$ cat src/rtl/ifetch_pkg.sv
// Shared CPU front-end definitions: fetch FSM states, reset/step defaults and
// the instruction word width that the instruction register also uses.
package ifetch_pkg;

  localparam int          INSN_WIDTH   = 32;
  localparam int          ADDR_WIDTH   = 32;
  localparam logic [31:0] DEF_RESET_PC = 32'h0000_0000;
  localparam int          DEF_PC_STEP  = 4;

  typedef enum logic [1:0] {
    IDLE = 2'd0,
    REQ  = 2'd1,
    WAIT = 2'd2,
    HOLD = 2'd3
  } fetch_state_t;

endpackage

$ cat src/rtl/ifetch_pc.sv
// Fetch PC register. A redirect load always beats a sequential increment;
// the increment wraps naturally at the top of the address space.
module ifetch_pc
  import ifetch_pkg::*;
#(
  parameter int                 A_WIDTH  = ADDR_WIDTH,
  parameter logic [A_WIDTH-1:0] RESET_PC = A_WIDTH'(DEF_RESET_PC),
  parameter int                 PC_STEP  = DEF_PC_STEP
) (
  input  logic               clk,
  input  logic               rst,
  input  logic               load,
  input  logic [A_WIDTH-1:0] load_pc,
  input  logic               inc,
  output logic [A_WIDTH-1:0] fetch_pc
);

  // Reset to the boot address, then load on redirect or step after delivery.
  always_ff @(posedge clk or posedge rst) begin
    if (rst) begin
      fetch_pc <= RESET_PC;
    end else if (load) begin
      fetch_pc <= load_pc;
    end else if (inc) begin
      fetch_pc <= fetch_pc + A_WIDTH'(PC_STEP);
    end
  end

endmodule

$ cat src/rtl/ifetch.sv
// Instruction fetch unit. Reads one word at a time from instruction memory
// (req/gnt, then a single rvalid) and loads it into the instruction register
// with a one-cycle ir_en pulse.
//
// Handshakes: imem_req is held with a stable imem_addr until the cycle
// imem_gnt is seen high (only a redirect may change the address early);
// each grant yields exactly one imem_rvalid no earlier than the next cycle.
// On the consumer side ir_en is a one-cycle strobe; isu/pc are valid with it
// and hold until the next capture. stall=1 parks a fetched word in HOLD.
module ifetch
  import ifetch_pkg::*;
#(
  parameter int                 D_WIDTH  = INSN_WIDTH,
  parameter int                 A_WIDTH  = ADDR_WIDTH,
  parameter logic [A_WIDTH-1:0] RESET_PC = A_WIDTH'(DEF_RESET_PC),
  parameter int                 PC_STEP  = DEF_PC_STEP
) (
  input  logic               clk,
  input  logic               rst,
  input  logic               stall,
  input  logic               redirect,
  input  logic [A_WIDTH-1:0] redirect_pc,
  output logic               imem_req,
  output logic [A_WIDTH-1:0] imem_addr,
  input  logic               imem_gnt,
  input  logic               imem_rvalid,
  input  logic [D_WIDTH-1:0] imem_rdata,
  output logic [D_WIDTH-1:0] isu,
  output logic               ir_en,
  output logic [A_WIDTH-1:0] pc,
  output fetch_state_t       dbg_state
);

  fetch_state_t       state;
  logic               kill;
  logic [A_WIDTH-1:0] fetch_pc;
  logic [A_WIDTH-1:0] target_pc;
  logic               pc_inc;

  // Redirect targets are word aligned; the low two bits are dropped.
  assign target_pc = redirect_pc & ~A_WIDTH'(3);

  // Step the PC only when a word is actually handed to the consumer.
  assign pc_inc = ((state == WAIT) && imem_rvalid && !kill && !redirect && !stall) ||
                  ((state == HOLD) && !redirect && !stall);

  ifetch_pc #(
    .A_WIDTH (A_WIDTH),
    .RESET_PC(RESET_PC),
    .PC_STEP (PC_STEP)
  ) u_pc (
    .clk     (clk),
    .rst     (rst),
    .load    (redirect),
    .load_pc (target_pc),
    .inc     (pc_inc),
    .fetch_pc(fetch_pc)
  );

  // Request side is combinational from state so the address tracks fetch_pc.
  assign imem_req  = (state == REQ);
  assign imem_addr = (state == REQ) ? fetch_pc : '0;
  assign dbg_state = state;

  // Fetch FSM with registered consumer-side outputs.
  always_ff @(posedge clk or posedge rst) begin
    if (rst) begin
      state <= IDLE;
      kill  <= 1'b0;
      isu   <= '0;
      pc    <= '0;
      ir_en <= 1'b0;
    end else begin
      ir_en <= 1'b0;
      case (state)
        IDLE: begin
          state <= REQ;
        end
        REQ: begin
          if (imem_gnt) begin
            state <= WAIT;
            // A redirect in the grant cycle makes the accepted read stale.
            if (redirect) kill <= 1'b1;
          end
        end
        WAIT: begin
          if (imem_rvalid) begin
            if (kill || redirect) begin
              kill  <= 1'b0;
              state <= REQ;
            end else begin
              isu <= imem_rdata;
              pc  <= fetch_pc;
              if (!stall) begin
                ir_en <= 1'b1;
                state <= REQ;
              end else begin
                state <= HOLD;
              end
            end
          end else if (redirect) begin
            kill <= 1'b1;
          end
        end
        HOLD: begin
          if (redirect) begin
            state <= REQ;
          end else if (!stall) begin
            ir_en <= 1'b1;
            state <= REQ;
          end
        end
        default: begin
          state <= IDLE;
        end
      endcase
    end
  end

endmodule

$ cat config.mk
export PLATFORM = sky130hd
export DESIGN_NAME = ifetch
export DESIGN_NICKNAME = d
export VERILOG_FILES = /design/src/rtl/ifetch_pkg.sv /design/src/rtl/ifetch_pc.sv /design/src/rtl/ifetch.sv
export SDC_FILE = /design/constraint.sdc
export NUM_CORES = 1
export LEC_CHECK = 0
export CAP_MARGIN = 5
export CELL_PAD_IN_SITES_DETAIL_PLACEMENT = 1
export CELL_PAD_IN_SITES_GLOBAL_PLACEMENT = 1
export CORE_ASPECT_RATIO = 1.2
export CORE_MARGIN = 2
export CORE_UTILIZATION = 30
export CTS_CLUSTER_SIZE = 20
export DETAILED_ROUTE_END_ITERATION = 16
export GPL_TIMING_DRIVEN = 0
export PLACE_DENSITY_LB_ADDON = 0.1
export SYNTH_ARGS = -nofsm -noshare
export SYNTH_HDL_FRONTEND = slang
export SYNTH_HIERARCHICAL = 1
export SYNTH_SLANG_ARGS = --single-unit
$ cat constraint.sdc
create_clock -name clk -period 2.8 [get_ports clk]
set_input_delay 0.42 -clock clk [delete_from_list [all_inputs] [get_ports clk]]
set_output_delay 0.42 -clock clk [all_outputs]
set_load 0.005 [all_outputs]
==> metrics.md, run 1 <==
| Metric | Value |
|---|---|
| IO buf count | 167 |
| PD cells | 759 nW/um2 |
| Routed Antenna Nets | 0 |
| # DRC | 0 |
| Status | finished, final reports clean |
| Area contributors post-synth | dfrtp_1 (52%), mux2_2 (13%), and2_1 (4.2%) |
| Max FO, Critical Path | 10 |
| Mapped cell area | 4770 um2 |
| Worst Max-Slew Pin Slew | 0.894 ns |
| Skew-Pair Late Insertion Delay | 0.35 ns |
| Fill cells | 1681 |
| Initial core utilization | 30.6% |
| Final Critical Period | 2.74 ns |
| Die height | 142 um |
| Finished Cell Area | 7130 um2 |
| Place WS | -0.750 ns |
| Post-synthesis sequential area ratio | 52.5% |
| Pin count of the biggest net entering global routing | 69 |
| GPL Wtd Cong | 0.785 |
| TritonCTS clock tree | built |
| Initial antenna violation count | 0 |
| CTS Sinks | 100 |
| Worst setup margin | 0.0578 ns |
| Synth Area in Compound Gates | 6.85% |
| Critical path startpoint category | register |
| Reg area | 2500 um2 |
| Htree depth | 3 |
| Post-DP HPWL | 10700 um |
| Setup violators final | 0 |
| Post-synthesis mux area share | 17.0% |
| Crit path capture type | register |
| Leading area contributor after synthesis | dfrtp_1 |
| Drt via density | 4.85 |
| R2R depth | 12 |
| Xor/xnor share of the synthesized area | 2.20% |
| Via count | 3876 |
| Post-Layout Cell Count | 800 |
| Final period util | 97.9% |
| Most frequent cells after synthesis | dfrtp_1 (100), mux2_2 (56), and2_1 (32) |
| Clock skew | 0.00728 ns |
| Antenna diode count | 0 |
| Share of the synthesized area in the top cell type | 52.5% |
| Flops & latches, synth | 100 |
| Synth Flop Type | dfrtp_1 |
| Layout cells sized above 1 | 19.8% |
| Worst VDD drop | 0.336 mV |
| Total congestion overflow | 0 |
| Die outline width | 119 um |
| Ys Warns | 6 |
| Core area | 15600 um2 |
| Boundary Pins | 170 |
| Drt wl/cell | 18.0 um |
| WP data required | 3.07 ns |
| Worst rel slew slack | 40.3% |
| First-pass GRT wire length | 23100 um |
| Number of global-route vias before repair | 4269 |
| First-pass detailed-route iteration total | 4 |
| Hold WC Path Type | reg -> reg |
| Largest family of logic cells by synthesized area | multiplexers |
| Fmax | 365 MHz |
| Crit path arrival time | 3.01 ns |
| Total Wirelength | 14400 um |
| Starting DRT DRC Count | 102 |
| TNS Setup | 0 ns |
| Synth Area in Simple Gates | 16.4% |
| Post-DP Area | 6760 um2 |
| Final hold violations | 0 |
| Worst-path clk slew | 0.07 ns |
| RSZ-0062 raised after global routing | yes |
| Max-cap violations | 0 |
| Adder-cell share of the synthesized area | 1.31% |
| Clk root buf | clkbuf_16 |
| Syn Area/Cell | 11.9 um2 |
| Area grow syn2layout | 49.5% |
| Area of the multi-input gates | 2110 um2 |
| Die area | 16900 um2 |
| Ys async rst share | 100% |
| Most frequent cell after synthesis | dfrtp_1 |
| Post-synth EDFFs | 0 |
| Library cells used by synthesis | 51 |
| Num CTS Buffers | 9 |
| Placed cell count | 778 |
| WHS | 0.503 ns |
| Min-Delay Path Depth | 1 |
| Row count | 50 |
| Final Max Slew Viols | 0 |
| All-Layer GR Usage | 17.4% |
| Leakage power | 3.10 nW |
| Crit Path Category | reg -> reg |
| Syn Inst Count | 400 |
| Max Buffers Root-to-Sink | 2 |
| Final #Nets | 663 |
[area by class of cell]
class	instances	area share, %
sequential	100	35.1
buffer	24	2.32
tap	208	3.65
multi-input combinational	267	29.6
timing repair buffer	177	25.1
clock buffer	13	3.65
clock inverter	2	0.140
inverter	9	0.509
[worst paths after layout]
check / start / end / slack (ns)
worst min register to register: pc[25]$_DFFE_PP0P_ / pc[25]$_DFFE_PP0P_ / 0.50
worst max-delay path: dbg_state[0]$_DFFE_PP0P_ / u_pc/fetch_pc[23]$_DFFE_PP0N_ / 0.06
min in group asynchronous: rst / pc[25]$_DFFE_PP0P_ / 0.54
max in group asynchronous: rst / u_pc/fetch_pc[3]$_DFFE_PP0N_ / 1.55
worst max register to register: dbg_state[0]$_DFFE_PP0P_ / u_pc/fetch_pc[23]$_DFFE_PP0N_ / 0.06
worst min-delay path: pc[25]$_DFFE_PP0P_ / pc[25]$_DFFE_PP0P_ / 0.50
[sequential cells by signal (all words and copies together), names as in the netlist]
name and cells:
dbg_state 2, kill 1, u_pc/fetch_pc 32, ir_en 1
pc 32, isu 32
[layer usage]
layer  global-route usage [%]  share of wire [%]  up-vias
li1                         -                  -     1803
met1                     20.0                 41     1962
met2                     31.7                 52      101
met3                     4.85                5.7       10
met4                     4.82                1.3        0
met5                        0                  0        -
[through the flow]
stage,utilization (%),power [mW]
floorplan,-,2.87
global placement,43.1,4.21
detailed placement,43.4,4.28
CTS,45.3,5.49
global route,45.8,5.74
finish,45.8,5.41
[layout by cell type (no fill, tap or decap), types with 9 or more instances in the layout]
cell type,count
a31oi_1,9
nand2_1,27
nand4_1,10
nor2_1,11
clkdlybuf4s50_1,167
clkbuf_16,9
nand3_1,14
mux2_4,10
and2_1,32
or4_1,11
dfrtp_1,99
buf_4,12
o21ai_0,12
mux2_2,56
xor2_1,9
[where the power goes]
group          leakage [nW]  total, mW  switching, mW  internal (mW)
combinational          1.66       2.11          0.683           1.43
sequential             1.30       2.12          0.263           1.86
clock                 0.135       1.18          0.533          0.645
total                  3.10       5.41           1.48           3.93
[worst max-delay path, cell delays in order, from the launching register on]
cell and delay, ns:
dfrtp_2 0.42, inv_1 0.09, ha_2 0.21, nand2_2 0.09
nor3_4 0.26, buf_12 0.14, o21ba_4 0.18, and4_1 0.21
buf_6 0.14, nand2_2 0.07, buf_4 0.18, or4_1 0.51
a31oi_1 0.17
[kinds of logic (layout without fill, tap and decap cells)]
group	after synthesis	count (layout)
multiplexers	69	69
buffers and inverters	34	225
adder cells (fa/ha/maj)	5	5
AND/OR/NAND/NOR	132	132
XOR/XNOR	12	12
flip-flops	100	100
AO/OA/AOI/OAI	47	47
other	1	2
[timing repair]
| action | in CTS | in global routing |
|---|---|---|
| endpoints found under the hold margin | 0 | 0 |
| endpoints found under the setup margin | 31 | 25 |
| pin swaps | 0 | 4 |
| hold buffers | 0 | 0 |
| cloned | 0 | 0 |
| gates resized for setup | 8 | 8 |
| setup buffers | 1 | 7 |
(Power assumes the default switching activity.)
==> run 2: changes to the inputs <==
==> constraint.sdc (replaced) <==
create_clock -name clk -period 2.4 [get_ports clk]
set_input_delay 0.36 -clock clk [delete_from_list [all_inputs] [get_ports clk]]
set_output_delay 0.36 -clock clk [all_outputs]
set_load 0.005 [all_outputs]
==> run 2 against run 1 <==
Sequential share of layout area shrank 0.69 points. Worst setup slack gained 0.034 ns. Wire length grew 1.3%. Combinational power grew 23%. Critical path depth shrank 7. Critical path type is now reg -> out. Cell area grew 2.0%. First-iteration DRC count grew 22%.
==> metrics.md, run 2 (synthesis results as in run 1) <==
| Metric | Value |
|---|---|
| WHS | 0.409 ns (-0.0940 ns) |
| Worst Max-Slew Pin Slew | 0.764 ns (-0.130 ns) |
| Placed cell count | 777 (-0.13%) |
| WP data required | 2.04 ns (-1.03 ns) |
| Worst rel slew slack | 49.0% (+8.7 points) |
| Num CTS Buffers | 9 (unchanged) |
| Die height | 142 um (unchanged) |
| Worst Path Buf+Inv | 3 (-1) |
| RSZ-0062 raised after global routing | yes |
| Routed Antenna Nets | 0 (unchanged) |
| Largest registers | isu (32), pc (32), u_pc/fetch_pc (32) |
| TritonCTS clock tree | built |
| First-pass GRT wire length | 23300 um (+0.75%) |
| IO buf count | 167 (unchanged) |
| Most common cell after layout, fill and taps aside | clkdlybuf4s50_1 |
| CTS Hold Bufs | 0 (unchanged) |
| Initial core utilization | 30.6% (unchanged) |
| Max incr delay on CP | 0.51 ns (about the same) |
| Row count | 50 (unchanged) |
| All-Layer GR Usage | 17.7% (+0.26 points) |
| Clock skew | 0.00820 ns (+0.000923 ns) |
| Pin count of the biggest net entering global routing | 45 (-35%) |
| Max FO, Critical Path | 10 (unchanged) |
| Crit path arrival time | 1.95 ns (-1.06 ns) |
| Antenna diode count | 0 (unchanged) |
| Final Critical Period | 2.31 ns |
| Final period util | 96.2% |
| Initial antenna violation count | 0 (unchanged) |
| Crit path capture type | output pin |
| Overall power | 6.78 mW (+25%) |
| Drt via density | 4.82 (-0.61%) |
| Final #Nets | 664 (+0.15%) |
| CTS Sinks | 100 (unchanged) |
| Fmax | 433 MHz |
| # DRC | 0 (unchanged) |
| Leakage power | 3.17 nW (+2.3%) |
| Max-cap violations | 0 (unchanged) |
| CP max stage cell | clkdlybuf4s50_1 |
| Delay-heaviest family, CP | buffers and inverters |
| Critical path startpoint category | register |
| Layout cells sized above 1 | 22.1% (+2.3 points) |
| Core area | 15600 um2 (unchanged) |
| Final hold violations | 0 (unchanged) |
| Post-DP HPWL | 10500 um (-1.8%) |
| Skew-Pair Late Insertion Delay | 0.35 ns (about the same) |
| CP Cell Sequence | inv_2 -> ha_4 -> clkbuf_4 -> and2_1 -> clkdlybuf4s50_1 |
| Starting DRT DRC Count | 124 (+22%) |
| Clk root buf | clkbuf_16 |
| Worst-path clk slew | 0.07 ns (about the same) |
| GPL Wtd Cong | 0.779 (-0.71%) |
| Area grow syn2layout | 52.5% |
| Total congestion overflow | 0 (unchanged) |
| Hold WC Path Type | in -> async |
| Setup violators final | 0 (unchanged) |
| Die area | 16900 um2 (unchanged) |
| PD cells | 933 nW/um2 (+23%) |
| Number of global-route vias before repair | 4230 (-0.91%) |
| Max Buffers Root-to-Sink | 2 (unchanged) |
| Total Wirelength | 14600 um (+1.3%) |
| First-pass detailed-route iteration total | 4 (unchanged) |
| TNS Setup | 0 ns (unchanged) |
| Crit Path Category | reg -> out |
| Htree depth | 3 (unchanged) |
| Die outline width | 119 um (unchanged) |
| Worst VDD drop | 0.432 mV (+29%) |
| Drt wl/cell | 18.2 um (+1.0%) |
| Boundary Pins | 170 (unchanged) |
| Status | finished, final reports clean |
| Commonest non-fill, non-tap cells in the layout | clkdlybuf4s50_1 (167), dfrtp_1 (99), mux2_2 (56) |
| Final Max Slew Viols | 0 (unchanged) |
| Post-Layout Cell Count | 802 (+0.25%) |
| Via count | 3862 (-0.36%) |
## run 2: cell count changes in the layout (fill, tap and decap cells not counted), sizes merged
cell / before / now
clkbuf: 23 / 22
clkinv: 2 / 1
bufinv: 0 / 3
nand4: 12 / 13
## run 2: worst register-to-register path: cells and delay by family (launching register included)
kind / cells / cell delay (ns)
buffers and inverters: 3 / 0.35
DFF: 1 / 0.41
adders and majority gates: 1 / 0.15
AOI/OAI and AO/OA: 2 / 0.35
and+or+nand+nor: 5 / 0.95
## run 2: layout make-up
class,count,area [um2]
inverters,9,36.3
well taps,208,260
clock inverters,4,95.1
fillers,1655,8300
multi-input cells,268,2180
repair buffers,179,1780
plain buffers,22,161
flip-flops and latches,100,2500
clock buffers,12,256
## run 2: per-stage QoR
stage / utilization, % / cell area (um2) / setup WS, ns
after floorplan: - / 4820 / -0.128
after global placement: 43.3 / 6750 / -1.07
after detailed placement: 43.5 / 6780 / -0.770
after CTS: 46.5 / 7250 / 0.00268
after global routing: 46.7 / 7270 / -0.0207
final: 46.7 / 7270 / 0.0916
## run 2: timing repair
action | 4_1_cts | 5_1_grt
buffers inserted | 10 | 1
resized for setup | 13 | 11
endpoints found under the setup margin | 58 | 36
gates cloned | 1 | 0
pin swaps | 2 | 5
## run 2: where the power goes
| group | switching, mW | internal [mW] |
|---|---|---|
| Combinational | 0.842 | 1.75 |
| Sequential | 0.306 | 2.17 |
| Clock | 0.643 | 1.08 |
| Total | 1.79 | 4.99 |
## run 2: worst paths after layout
path	from	slack [ns]	to	cells past startpoint
setup reg to reg	dbg_state[0]$_DFFE_PP0P_	0.10	u_pc/fetch_pc[26]$_DFFE_PP0N_	11
max in group asynchronous	rst	1.34	u_pc/fetch_pc[30]$_DFFE_PP0N_	2
min in group clk	pc[26]$_DFFE_PP0P_	0.50	pc[26]$_DFFE_PP0P_	1
hold reg to reg	pc[26]$_DFFE_PP0P_	0.50	pc[26]$_DFFE_PP0P_	1
hold / removal	rst	0.41	pc[22]$_DFFE_PP0P_	2
setup / recovery	dbg_state[1]$_DFFE_PP0P_	0.09	imem_addr[9]	5
## run 2: routing by layer
metal  global-route usage (%)  wire, um  part of all wire (%)
met1                     21.7      6210                    43
met2                     30.2      7400                    51
met3                     5.21       792                   5.4
met4                     5.08       165                   1.1
met5                        0         0                     0
==> run 3: changes to the inputs <==
--- a/config.mk
+++ b/config.mk
@@ -5,6 +5,7 @@
 export SDC_FILE = /design/constraint.sdc
 export NUM_CORES = 1
 export LEC_CHECK = 0
+export ABC_AREA = 1
 export CAP_MARGIN = 5
 export CELL_PAD_IN_SITES_DETAIL_PLACEMENT = 1
 export CELL_PAD_IN_SITES_GLOBAL_PLACEMENT = 1
==> run 3 against run 2 <==
Sequential share of layout area is 2.1 points lower. Cell area is 6.6% higher. Clock skew is 0.0016 ns higher. Register-to-register slack better by 0.05 ns. Fmax is 1.1% higher. Core utilization is 2.7 points lower. Worst setup slack better by 0.025 ns. Non-clock buffer count is 6 lower. Critical path depth is 1 higher. Sequential power is 11% higher. Largest cell class unchanged.
==> metrics.md, run 3 <==
| Metric | Value |
|---|---|
| Final Util | 44.0% (-2.7 points) |
| PD cells | 954 nW/um2 (+2.3%) |
| Max Buffers Root-to-Sink | 2 (unchanged) |
| Final Max Slew Viols | 0 (unchanged) |
| Crit path arrival time | 1.92 ns (-0.03 ns) |
| Via count | 5085 (+32%) |
| Core area | 17600 um2 (+13%) |
| Post-DP HPWL | 13700 um (+30%) |
| Critical hold path startpoint | pc[12]$_DFFE_PP0P_ |
| Max-cap violations | 0 (unchanged) |
| Area grow syn2layout | 42.8% |
| Initial core utilization | 30.8% (+0.16 points) |
| Initial antenna violation count | 0 (unchanged) |
| Library cells used by synthesis | 30 (-41%) |
| Die height | 151 um (+6.5%) |
| Ys Warns | 6 (unchanged) |
| Most frequent cells after synthesis | nand2_1 (217), inv_1 (131), dfrtp_1 (100) |
| Clk pwr share | 20.3% (-5.0 points) |
| Hold WC Path Type | reg -> reg |
| Total Wirelength | 17900 um (+23%) |
| First-pass detailed-route iteration total | 5 (+1) |
| IO buf count | 167 (unchanged) |
| Net load switching power | 2.45 mW (+37%) |
| Syn Inst Count | 694 (+74%) |
| Starting DRT DRC Count | 232 (+87%) |
| Crit path capture type | output pin |
| Worst-path clk slew | 0.07 ns (about the same) |
| Max FO, Critical Path | 10 (unchanged) |
| Clk root buf | clkbuf_16 |
| # DRC | 0 (unchanged) |
| Largest registers | isu (32), pc (32), u_pc/fetch_pc (32) |
| TNS Setup | 0 ns (unchanged) |
| Total congestion overflow | 0 (unchanged) |
| Crit Path Category | reg -> out |
| Row count | 53 (+6.0%) |
| Boundary Pins | 170 (unchanged) |
| Sw Ratio | 33.1% (+6.6 points) |
| Most frequent cell after synthesis | nand2_1 |
| Setup slack, reg-to-reg | 0.15 ns (+0.05 ns) |
| Skew-Pair Late Insertion Delay | 0.35 ns (about the same) |
| Start point of the critical path | dbg_state[1]$_DFFE_PP0P_ |
| Antenna diode count | 0 (unchanged) |
| Final hold violations | 0 (unchanged) |
| Fmax | 438 MHz (+1.1%) |
| Commonest non-fill, non-tap cells in the layout | nand2_1 (217), clkdlybuf4s50_1 (167), inv_1 (128) |
| Share of the synthesized area in the top cell type | 46.1% (-6.4 points) |
| Synth Flop Type | dfrtp_1 |
| CTS Sinks | 100 (unchanged) |
| Worst VDD drop | 0.409 mV (-5.3%) |
| Clock skew | 0.00983 ns (+0.00163 ns) |
| Routed Antenna Nets | 0 (unchanged) |
| Critical path startpoint category | register |
| Most common cell after layout, fill and taps aside | nand2_1 |
| Post-synth EDFFs | 0 (unchanged) |
| Post-DP Area | 7380 um2 (+8.9%) |
| Worst Max-Slew Pin Slew | 0.865 ns (+0.101 ns) |
| Worst flop-to-flop path startpoint | dbg_state[0]$_DFFE_PP0P_ |
| Final #Nets | 950 (+43%) |
| Die area | 19200 um2 (+13%) |
| Leading area contributor after synthesis | dfrtp_1 |
| Die outline width | 127 um (+6.5%) |
| Leakage power | 3.81 nW (+20%) |
| Mapped cell area | 5430 um2 (+14%) |
| Area contributors post-synth | dfrtp_1 (46%), nand2_1 (15%), inv_1 (9.1%) |
| Syn Area/Cell | 7.82 um2 (-34%) |
| Setup violators final | 0 (unchanged) |
| Number of global-route vias before repair | 5411 (+28%) |
| Htree depth | 3 (unchanged) |
| Flop pwr share | 37.2% (+0.8 points) |
| Pin count of the biggest net entering global routing | 69 (+53%) |
| All-Layer GR Usage | 19.0% (+1.3 points) |
| TritonCTS clock tree | built |
| Drt via density | 4.63 (-3.9%) |
| Finished Cell Area | 7750 um2 (+6.6%) |
| GPL Wtd Cong | 0.832 (+6.7%) |
| Final Critical Period | 2.28 ns (-0.0254 ns) |
| Drt wl/cell | 16.3 um (-10%) |
| Ys async rst share | 100% (unchanged) |
| Worst rel slew slack | 42.3% (-6.6 points) |
| Flops & latches, synth | 100 (unchanged) |
| Num CTS Buffers | 9 (unchanged) |
| Status | finished, final reports clean |
| Logic pwr share | 42.6% (+4.4 points) |
| Post-synthesis sequential area ratio | 46.1% (-6.4 points) |
| Pint | 4.95 mW (-0.75%) |
| Layout cells sized above 1 | 12.5% (-9.5 points) |
| First-pass GRT wire length | 28600 um (+23%) |
| Final period util | 95.1% (-1.1 points) |
| WP data required | 2.04 ns (about the same) |
run 3: changes by cell type in the layout (fill, tap and decap cells not counted), sizes merged, moves of 21 or more:
cell,before,now
a22oi,0,21
and2,32,4
inv,9,133
mux2,66,0
nand2,29,225
nand3,14,41
nor2,11,46
o21ai,14,73
run 3: cell type report:
cell class / count / area (um2)
fill: 2153 / 9880
sequential: 100 / 2500
multi-input combinational: 437 / 2260
timing repair buffer: 170 / 1710
inverter: 132 / 498
tap: 220 / 275
clock buffer: 10 / 239
buffer: 25 / 210
clock inverter: 5 / 60.1
run 3: worst max-delay path, stage by stage (launching register included):
cell and delay (ns):
dfrtp_2 0.44, inv_2 0.09, ha_4 0.21, buf_4 0.18, nand2_1 0.06, inv_1 0.09, clkdlybuf4s50_1 0.50
run 3: kinds of logic (layout without fill, tap and decap cells):
| group | count (synthesis) | in the layout | share of synthesized area [%] |
|---|---|---|---|
| other | 1 | 2 | 0.0691 |
| AOI/OAI and AO/OA | 105 | 105 | 13.4 |
| and+or+nand+nor | 319 | 319 | 25.5 |
| DFF | 100 | 100 | 46.1 |
| buffers and inverters | 158 | 342 | 12.8 |
| adders and majority gates | 5 | 5 | 1.15 |
| xor gates and xnor gates | 6 | 6 | 0.968 |
run 3: power groups by stage:
| stage | sequential [mW] | clock (mW) | combinational (mW) |
|---|---|---|---|
| floorplan | 2.72 | 0 | 1.18 |
| global placement | 2.74 | 0 | 3.03 |
| detailed placement | 2.78 | 0 | 3.13 |
| CTS | 2.75 | 1.55 | 3.18 |
| global route | 2.84 | 1.63 | 3.46 |
| finish | 2.75 | 1.50 | 3.15 |
run 3: final timing paths:
path / endpoint / cells after the start
worst min register to register: pc[12]$_DFFE_PP0P_ / 2
worst max-delay path: imem_addr[29] / 6
max in group asynchronous: dbg_state[1]$_DFFE_PP0P_ / 2
worst max register to register: u_pc/fetch_pc[13]$_DFFE_PP0N_ / 10
worst min-delay path: pc[12]$_DFFE_PP0P_ / 2
min in group asynchronous: u_pc/fetch_pc[0]$_DFFE_PP0P_ / 2
run 3: metal layers:
layer / track usage [%] / part of all wire (%) / vias to the layer above
met5: 0 / 0 / -
met4: 4.29 / 0.83 / 0
met3: 2.79 / 3.6 / 9
met2: 34.5 / 51 / 109
met1: 23.9 / 44 / 2481
li1: - / - / 2486
run 3: repair_timing:
item | in CTS | in global routing
setup buffers | 0 | 3
endpoints found under the hold margin | 0 | 0
hold buffers | 0 | 0
pin swaps | 0 | 1
endpoints found under the setup margin | 56 | 47
gates resized for setup | 7 | 5
run 3: stage by stage:
step | cells | worst slack (ns) | hold WS (ns) | power, mW
floorplan | 695 | 0.328 | 0.423 | 3.90
CTS | 1096 | -0.000899 | 0.487 | 7.49
finish | 1099 | 0.117 | 0.482 | 7.40
global route | 1099 | -0.0102 | 0.512 | 7.94
global placement | 1082 | -0.900 | 0.469 | 5.76
detailed placement | 1082 | -0.547 | 0.470 | 5.90
